==> config.mk <==
export PLATFORM = sky130hd
export DESIGN_NAME = rtc_bus_arbiter
export DESIGN_NICKNAME = d
export VERILOG_FILES = /design/src/rtl/rtc_pkg.sv /design/src/rtl/rtc_prio_enc.sv /design/src/rtl/rtc_bus_arbiter.sv
export SDC_FILE = /design/constraint.sdc
export NUM_CORES = 1
export LEC_CHECK = 0
export BUFFER_PORTS_ARGS = -buffer_cell sky130_fd_sc_hd__buf_2
export CAP_MARGIN = 20
export CORE_UTILIZATION = 43
export CTS_CLUSTER_SIZE = 24
export DETAILED_ROUTE_END_ITERATION = 10
export PLACE_DENSITY = 0.79
export SKIP_LAST_GASP = 1
export SYNTH_ARGS = -nofsm -noshare
export SYNTH_HDL_FRONTEND = slang
export SYNTH_SLANG_ARGS = --single-unit
==> constraint.sdc <==
create_clock -name clk -period 2.2 [get_ports clk]
set_clock_uncertainty 0.15 [all_clocks]
set_input_delay 0.44 -clock clk [delete_from_list [all_inputs] [get_ports clk]]
set_output_delay 0.44 -clock clk [all_outputs]
set_load 0.005 [all_outputs]
==> src/rtl/rtc_pkg.sv <==
`default_nettype none
// ============================================================================
// Module      : rtc_pkg
// Description : Shared definitions for the RTC bus arbiter: requester
//               indices, FSM state encoding and default bus widths.
// Revision    : 1.0 - initial release
// ============================================================================
package rtc_pkg;

  // Default RTC address / data widths
  localparam int RTC_AW = 8;
  localparam int RTC_DW = 8;

  // Requester indices, in descending priority order
  localparam logic [1:0] REQ_INIT = 2'd0;
  localparam logic [1:0] REQ_RST  = 2'd1;
  localparam logic [1:0] REQ_WR   = 2'd2;
  localparam logic [1:0] REQ_RD   = 2'd3;

  // Arbiter FSM states
  typedef enum logic [1:0] {
    ST_IDLE  = 2'd0,
    ST_ISSUE = 2'd1,
    ST_WAIT  = 2'd2,
    ST_ACK   = 2'd3
  } rtc_state_e;

endpackage : rtc_pkg
`default_nettype wire

==> src/rtl/rtc_prio_enc.sv <==
`default_nettype none
// ============================================================================
// Module      : rtc_prio_enc
// Description : Combinational 4-input fixed-priority encoder (index 0 wins)
//               with a lock override: a valid lock owner that is still
//               requesting wins regardless of priority.
// Revision    : 1.0 - initial release
// ============================================================================
module rtc_prio_enc
  import rtc_pkg::*;
(
  input  logic [3:0] i_req,
  input  logic       i_lock_valid,
  input  logic [1:0] i_lock_id,
  output logic [1:0] o_gnt_id,
  output logic       o_gnt_valid
);

  // Pick the lock owner if it still requests, otherwise the lowest active index
  always_comb begin
    o_gnt_id    = REQ_INIT;
    o_gnt_valid = |i_req;
    if (i_lock_valid && i_req[i_lock_id]) begin
      o_gnt_id = i_lock_id;
    end else if (i_req[0]) begin
      o_gnt_id = REQ_INIT;
    end else if (i_req[1]) begin
      o_gnt_id = REQ_RST;
    end else if (i_req[2]) begin
      o_gnt_id = REQ_WR;
    end else begin
      o_gnt_id = REQ_RD;
    end
  end

endmodule : rtc_prio_enc
`default_nettype wire

==> src/rtl/rtc_bus_arbiter.sv <==
`default_nettype none
// ============================================================================
// Module      : rtc_bus_arbiter
// Description : Fixed-priority arbiter sharing the RTC protocol engine
//               between init, register-reset, write and read requesters.
//               Request/ack handshake, locked bursts, registered outputs.
//               Optional engine-done watchdog: define RTC_ARB_TIMEOUT_EN.
// Revision    : 1.0 - initial release
// ============================================================================
module rtc_bus_arbiter
  import rtc_pkg::*;
#(
  parameter int AW             = RTC_AW,
  parameter int DW             = RTC_DW,
  parameter int TIMEOUT_CYCLES = 1024
) (
  input  logic            clk,
  input  logic            Reset,
  input  logic [3:0]      req,
  input  logic [3:0]      lock,
  input  logic [4*AW-1:0] req_addr,
  input  logic [4*DW-1:0] req_wdata,
  input  logic [3:0]      req_wr,
  output logic [3:0]      ack,
  output logic [DW-1:0]   rd_data,
  output logic [1:0]      grant_id,
  output logic            busy,
  output logic            eng_start,
  output logic [AW-1:0]   eng_addr,
  output logic [DW-1:0]   eng_wdata,
  output logic            eng_wr,
  input  logic            eng_done,
  input  logic [DW-1:0]   eng_rdata,
  output logic            err
);

  rtc_state_e r_state;
  logic       r_lock_valid;
  logic [1:0] r_lock_id;
  logic [1:0] w_gnt_id;
  logic       w_gnt_valid;

  rtc_prio_enc u_prio_enc (
    .i_req        (req),
    .i_lock_valid (r_lock_valid),
    .i_lock_id    (r_lock_id),
    .o_gnt_id     (w_gnt_id),
    .o_gnt_valid  (w_gnt_valid)
  );

`ifdef RTC_ARB_TIMEOUT_EN
  localparam int c_cnt_w = $clog2(TIMEOUT_CYCLES + 1);
  logic [c_cnt_w-1:0] r_to_cnt;
  logic               w_timeout;
  // Last permitted WAIT cycle without eng_done
  assign w_timeout = (r_to_cnt == c_cnt_w'(TIMEOUT_CYCLES - 1));
`else
  logic w_unused_cfg;
  assign w_unused_cfg = (TIMEOUT_CYCLES == 0);
  assign err          = 1'b0;
`endif

  // Arbitration FSM; every output is a register updated here
  always_ff @(posedge clk or negedge Reset) begin
    if (!Reset) begin
      r_state      <= ST_IDLE;
      r_lock_valid <= 1'b0;
      r_lock_id    <= REQ_INIT;
      ack          <= '0;
      rd_data      <= '0;
      grant_id     <= REQ_INIT;
      busy         <= 1'b0;
      eng_start    <= 1'b0;
      eng_addr     <= '0;
      eng_wdata    <= '0;
      eng_wr       <= 1'b0;
`ifdef RTC_ARB_TIMEOUT_EN
      r_to_cnt     <= '0;
      err          <= 1'b0;
`endif
    end else begin
      // Pulses default low; each state raises them for one cycle only
      eng_start <= 1'b0;
      ack       <= '0;
      case (r_state)
        ST_IDLE: begin
          // Owner stopped requesting: the burst is over
          if (r_lock_valid && !req[r_lock_id]) begin
            r_lock_valid <= 1'b0;
          end
          if (w_gnt_valid) begin
            grant_id  <= w_gnt_id;
            eng_addr  <= req_addr[int'(w_gnt_id)*AW +: AW];
            eng_wdata <= req_wdata[int'(w_gnt_id)*DW +: DW];
            eng_wr    <= req_wr[w_gnt_id];
            busy      <= 1'b1;
            r_state   <= ST_ISSUE;
          end
        end
        ST_ISSUE: begin
          eng_start <= 1'b1;
`ifdef RTC_ARB_TIMEOUT_EN
          r_to_cnt  <= '0;
`endif
          r_state   <= ST_WAIT;
        end
        ST_WAIT: begin
          if (eng_done) begin
            if (!eng_wr) begin
              rd_data <= eng_rdata;
            end
            ack[grant_id] <= 1'b1;
            r_state       <= ST_ACK;
          end
`ifdef RTC_ARB_TIMEOUT_EN
          else if (w_timeout) begin
            // Abort but still ack so the requester cannot hang
            err <= 1'b1;
            if (!eng_wr) begin
              rd_data <= '1;
            end
            ack[grant_id] <= 1'b1;
            r_state       <= ST_ACK;
          end else begin
            r_to_cnt <= r_to_cnt + c_cnt_w'(1);
          end
`endif
        end
        ST_ACK: begin
          r_lock_valid <= lock[grant_id];
          r_lock_id    <= grant_id;
          busy         <= 1'b0;
          r_state      <= ST_IDLE;
        end
        default: r_state <= ST_IDLE;
      endcase
    end
  end

endmodule : rtc_bus_arbiter
`default_nettype wire

==> impl_metrics.json, run 1 <==
{
  "status": "finished with violations",
  "violations": "DRC",
  "clk_pin_slew_ns": 0.07,
  "htreeDepth": 2,
  "wl_per_cell_um": 13.77,
  "critPathArrivalTime_ns": 2.04,
  "postRouteAntennaNets": 0,
  "critical_path_cell_count": 6,
  "cpMaxStageDelayCell": "dfrtp_1",
  "layout-drive-gt1-share": 0.5279,
  "multi_input_area_um2": 998.5,
  "cp_cell_sequence": "mux2_4 > nand3_4 > a32oi_2 > buf_6 > mux2i_1 > a211oi_2",
  "fin_crit_sh": 0.9326,
  "ys.flop_type": "dfrtp_1",
  "crit_start": "r_lock_id[0]",
  "route.detailed.drc": 14,
  "hold_viol": 0,
  "seqCellArea_um2": 950.9,
  "synth_edf_count": 0,
  "antenna_cells": 0,
  "finalMaxSlewViolations": 0,
  "rr_endpoint": "eng_wdata[1]",
  "end_kind": "register",
  "placedCellCount": 349,
  "layout_common_cells": "buf_2 (119), dfrtp_1 (38), nor2_1 (19), o22ai_1 (17), mux2i_1 (16)",
  "die_area_mm2": 0.004992,
  "grt-ovfl-total": 0,
  "cts_max_path_buffers": 2,
  "crit_buf_inv": 1,
  "synthesis.nets": 274,
  "hpwl_um": 3740,
  "area_growth_syn_to_layout_pct": 37.53,
  "leakage_nw": 1.415,
  "grt_pass1_wl_um": 8107,
  "yosys_warnings": 0,
  "via_count": 1857,
  "synth_area_mm2": 0.002027,
  "numCtsBuffers": 5,
  "drt_pass1_iterations": 7,
  "num_io_pins": 121,
  "grt_start_max_net_pins": 39,
  "r2r_slack_ns": 0.15,
  "grt_pass1_vias": 1806,
  "power.density_mw_per_mm2": 1141,
  "synth-seq-cells": 38,
  "hp-class": "in2async",
  "globalplace.congestion": 0.7650,
  "worstMarginPinSlew_ns": 0.8033,
  "synthArstFlopShare": 1.000,
  "row_count": 24,
  "fin_nets": 396,
  "yosysUniqueCellTypes": 37,
  "tns_ns": 0,
  "dieWidth_um": 70.66,
  "cts-root-buf": "clkbuf_8",
  "drt-total-wl_um": 4916,
  "antenna_found_initial": 0,
  "cap_violations": 0,
  "fmax_mhz": 487.4,
  "cp-endpoint": "eng_wdata[1]",
  "final_common_cell": "buf_2",
  "finalSetupViolCount": 0,
  "track_usage": 0.2090,
  "rsz0062_at_grt": "false",
  "die_y_um": 70.66,
  "slowest_delay_ns": 0.46,
  "core_area_mm2": 0.004444,
  "relSlewSlack": 0.4645,
  "peakVddDrop_v": 0.0005344,
  "syn_inst": 182,
  "cts_sinks": 38,
  "final.fill_count": 374,
  "start_kind": "register",
  "postCtsSetupRepairBufs": 0,
  "ys_seq_area_frac": 0.4691,
  "cp_top_family": "multiplexers",
  "start_util": 0.4561,
  "cp.required_ns": 2.19,
  "clk_latency_ns": 0.29,
  "viasPerCell": 5.202,
  "post-route-min-period_ns": 2.052,
  "drt_iter0_markers": 94,
  "avgSynthCellArea_um2": 11.14,
  "port_buffers": 119,
  "layout.cells.non_filler": 357,
  "r2r_start": "r_lock_id[0]",
  "cp_max_fo": 17,
  "crit_type": "reg2reg",
  "r2r_cells": 6,
  "cts_tree": "built"
}
## how the worst min path moves through the flow
| stage | end | slack (ns) | depth (start not counted) | start |
|---|---|---|---|---|
| global placement | rd_data[2] | 0.33 | 1 | rd_data[2] |
| global route | ack[3] | 0.16 | 1 | Reset |
| finish | eng_start | 0.09 | 1 | Reset |
| detailed placement | rd_data[3] | 0.34 | 1 | rd_data[3] |
| CTS | ack[2] | 0.12 | 1 | Reset |
| floorplan | ack[0] | -0.006 | 0 | Reset |
## layer usage
layer / share of wire / track usage
met1: 0.42 / 0.2442
met4: 0.016 / 0.08000
met5: 0 / 0
met3: 0.050 / 0.03561
met2: 0.52 / 0.3840
## where the power goes
| part | leakage [nW] | switching (mW) | internal [mW] | total, mW |
|---|---|---|---|---|
| clock | 0.0472 | 0.240 | 0.252 | 0.492 |
| sequential | 0.452 | 0.240 | 1.02 | 1.26 |
| combinational | 0.915 | 0.688 | 0.739 | 1.43 |
## flip-flops by register name, indices dropped and copies added, names as in the netlist
register      flops
busy              1
eng_wdata         8
rd_data           8
eng_addr          8
grant_id          2
r_lock_valid      1
r_state           2
eng_start         1
eng_wr            1
ack               4
r_lock_id         2
## Yosys cell counts, types with 2 or more instances
cell,count,area (um2)
mux2_2,11,123.9
a211oi_1,7,52.55
nand2b_1,2,12.51
or2_2,2,12.51
a21oi_1,2,10.01
o21ai_0,6,30.03
a211oi_2,9,112.6
ha_1,5,62.56
mux2i_1,16,160.2
nor2_1,19,71.32
o22ai_1,17,106.4
clkbuf_1,5,18.77
buf_2,2,10.01
nand2_1,7,26.28
nor3_1,4,20.02
o211ai_1,2,15.01
dfrtp_1,38,950.9
inv_1,9,33.78
## cells by family after synthesis
kind of cell    after synthesis  synth area share
compound gates               50            0.1944
simple gates                 40           0.09507
flops                        38            0.4691
mux                          29            0.1586
buf+inv                      19           0.05000
fa+ha+maj                     5           0.03086
other cells                   1          0.001850
## final cells by class
cell class                 count  area share
timing repair buffer         125      0.2311
tap                           52     0.02334
inverter                       9     0.01212
sequential                    38      0.3411
clock inverter                 2    0.004488
clock buffer                   6     0.02962
multi-input combinational    125      0.3582
## worst register-to-register path: cells and delay by family (launching register included)
family                 cells  cell delay, ns
AOI/OAI and AO/OA          2            0.36
and+or+nand+nor            1            0.12
muxes                      2            0.55
DFF                        1            0.46
buffers and inverters      1            0.27
## stage by stage
step | hold WS, ns | setup slack [ns] | instance area, um2 | utilization | total power, mW
2_1_floorplan | -0.005591 | 0.1808 | 2027 | - | 2.113
3_3_place_gp | 0.3305 | 0.04079 | 2673 | 0.6014 | 2.638
3_5_place_dp | 0.3418 | -0.03123 | 2673 | 0.6014 | 2.705
4_1_cts | 0.1150 | 0.0009106 | 2768 | 0.6227 | 3.202
5_1_grt | 0.1577 | 0.04378 | 2788 | 0.6273 | 3.450
6_report | 0.08894 | 0.1482 | 2788 | 0.6273 | 3.181
## what timing repair did
item                       4_1_cts  5_1_grt
gates resized for setup          0        3
hold endpoints to repair         0        0
setup endpoints to repair        0       17
hold buffers                     0        0
No activity file was read; power rests on OpenSTA's default activity.
==> inputs of run 2 (changes only) <==
--- a/config.mk
+++ b/config.mk
@@ -7,10 +7,10 @@
 export LEC_CHECK = 0
 export BUFFER_PORTS_ARGS = -buffer_cell sky130_fd_sc_hd__buf_2
 export CAP_MARGIN = 20
-export CORE_UTILIZATION = 43
+export CORE_UTILIZATION = 40
 export CTS_CLUSTER_SIZE = 24
 export DETAILED_ROUTE_END_ITERATION = 10
-export PLACE_DENSITY = 0.79
+export PLACE_DENSITY = 0.75
 export SKIP_LAST_GASP = 1
 export SYNTH_ARGS = -nofsm -noshare
 export SYNTH_HDL_FRONTEND = slang
==> impl_metrics.json, run 2 (same netlist as run 1, synthesis figures left out) <==
{
  "fmax_mhz": 485.6,
  "r2r_cells": 5,
  "drt_iter0_markers": 30,
  "hp-class": "in2async",
  "antenna_cells": 0,
  "core_area_mm2": 0.004786,
  "layout-drive-gt1-share": 0.5327,
  "area_growth_syn_to_layout_pct": 39.38,
  "top_layer": "met4",
  "fin_crit_sh": 0.9360,
  "port_buffers": 119,
  "via_count": 1863,
  "r2r_start": "r_lock_id[0]",
  "met2WireLength_um": 2611,
  "post-route-min-period_ns": 2.059,
  "r2r_slack_ns": 0.14,
  "cp.required_ns": 2.22,
  "switchingPower_mw": 1.186,
  "worstMarginPinSlew_ns": 0.8295,
  "finalMaxSlewViolations": 0,
  "pre_cts_slack_ns": -0.02024,
  "finalSetupViolCount": 0,
  "end_kind": "register",
  "top_regs": "eng_addr (8), eng_wdata (8), rd_data (8)",
  "hold_viol": 0,
  "cts-root-buf": "clkbuf_8",
  "row_count": 25,
  "layout_common_cells": "buf_2 (119), dfrtp_1 (38), nor2_1 (19), o22ai_1 (17), mux2i_1 (16)",
  "tns_ns": 0,
  "met3_length_um": 264,
  "num_io_pins": 121,
  "crit_type": "reg2reg",
  "clock_power_share": 0.152,
  "finalInstanceArea_mm2": 0.002825,
  "status": "completed",
  "htreeDepth": 2,
  "fin_hold_ws_ns": 0.09986,
  "p_total_mw": 3.227,
  "start_util": 0.4235,
  "start_kind": "register",
  "grt_pass1_vias": 1739,
  "placedCellCount": 365,
  "power.share.switching": 0.3673,
  "hpwl_um": 3807,
  "antenna_found_initial": 0,
  "cap_violations": 0,
  "rsz0062_at_grt": "false",
  "viasPerCell": 4.995,
  "final_common_cell": "buf_2",
  "postRouteAntennaNets": 0,
  "clk_pin_slew_ns": 0.07,
  "power_frac_seq": 0.391,
  "peakVddDrop_v": 0.0004306,
  "wl_met1_um": 2058,
  "route.detailed.drc": 0,
  "cts_sinks": 38,
  "power.density_mw_per_mm2": 1142,
  "numCtsBuffers": 5,
  "die_area_mm2": 0.005356,
  "rr_endpoint": "eng_wr",
  "drt_pass1_iterations": 4,
  "grt-ovfl-total": 0,
  "globalplace.congestion": 0.7554,
  "leakage_nw": 1.422,
  "worst_slack_ns": 0.1407,
  "internal-power_mw": 2.042,
  "cp_max_fo": 7,
  "comb_power_share": 0.456,
  "track_usage": 0.1935,
  "die_y_um": 73.19,
  "cts_tree": "built",
  "layout.cells.non_filler": 373,
  "critPathArrivalTime_ns": 2.08,
  "postLayoutCoreUtil": 0.5903,
  "final.fill_count": 437,
  "dieWidth_um": 73.19,
  "clk_latency_ns": 0.28,
  "grt_pass1_wl_um": 7810,
  "drt-total-wl_um": 4983,
  "wl_per_cell_um": 13.36,
  "cts_max_path_buffers": 2,
  "grt_start_max_net_pins": 39,
  "placed_area_mm2": 0.002711,
  "fin_nets": 397,
  "relSlewSlack": 0.4470
}
## run 2: power groups by stage
stage | clock network (mW) | registers (mW) | logic, mW
after floorplan | 0 | 1.26 | 0.853
after global placement | 0 | 1.26 | 1.43
after detailed placement | 0 | 1.27 | 1.48
after CTS | 0.511 | 1.26 | 1.48
after global routing | 0.535 | 1.30 | 1.65
final | 0.492 | 1.26 | 1.47
## run 2: worst max-delay path by stage
| stage | cells after the start | endpoint | slack (ns) | from |
|---|---|---|---|---|
| floorplan | 6 | eng_wr | 0.18 | r_lock_id[0] |
| global placement | 4 | eng_wr | 0.01 | req[0] |
| global route | 6 | eng_wdata[1] | 0.05 | r_lock_id[0] |
| finish | 5 | eng_wr | 0.14 | r_lock_id[0] |
| CTS | 4 | eng_wr | 0.007 | r_lock_id[0] |
| detailed placement | 6 | eng_addr[4] | -0.02 | req[0] |
## run 2: layout make-up
| type | instances | area, um2 | share of cell area |
|---|---|---|---|
| repair buffers | 126 | 660.6 | 0.2338 |
| inverters | 9 | 33.78 | 0.01196 |
| multi-input cells | 125 | 1001 | 0.3543 |
| flip-flops and latches | 38 | 950.9 | 0.3366 |
| well taps | 67 | 83.83 | 0.02967 |
| clock buffers | 6 | 82.58 | 0.02923 |
| clock inverters | 2 | 12.51 | 0.004429 |
## run 2: critical path, stage by stage, from the launching register on
cell and delay, ns:
dfrtp_1 0.47, mux2_4 0.26, nand3_4 0.12, a32oi_2 0.27, mux2_2 0.37, a221o_1 0.31
## run 2: what timing repair did
item / CTS / global route
gates resized for setup: 0 / 3
hold buffers: 0 / 0
setup endpoints to repair: 0 / 18
buffers inserted: 0 / 0
## run 2: metal layers
layer / global-route usage / vias up
met3: 0.04144 / 7
met4: 0.05882 / 0
met2: 0.3560 / 77
li1: - / 912
met5: 0 / -
met1: 0.2225 / 867
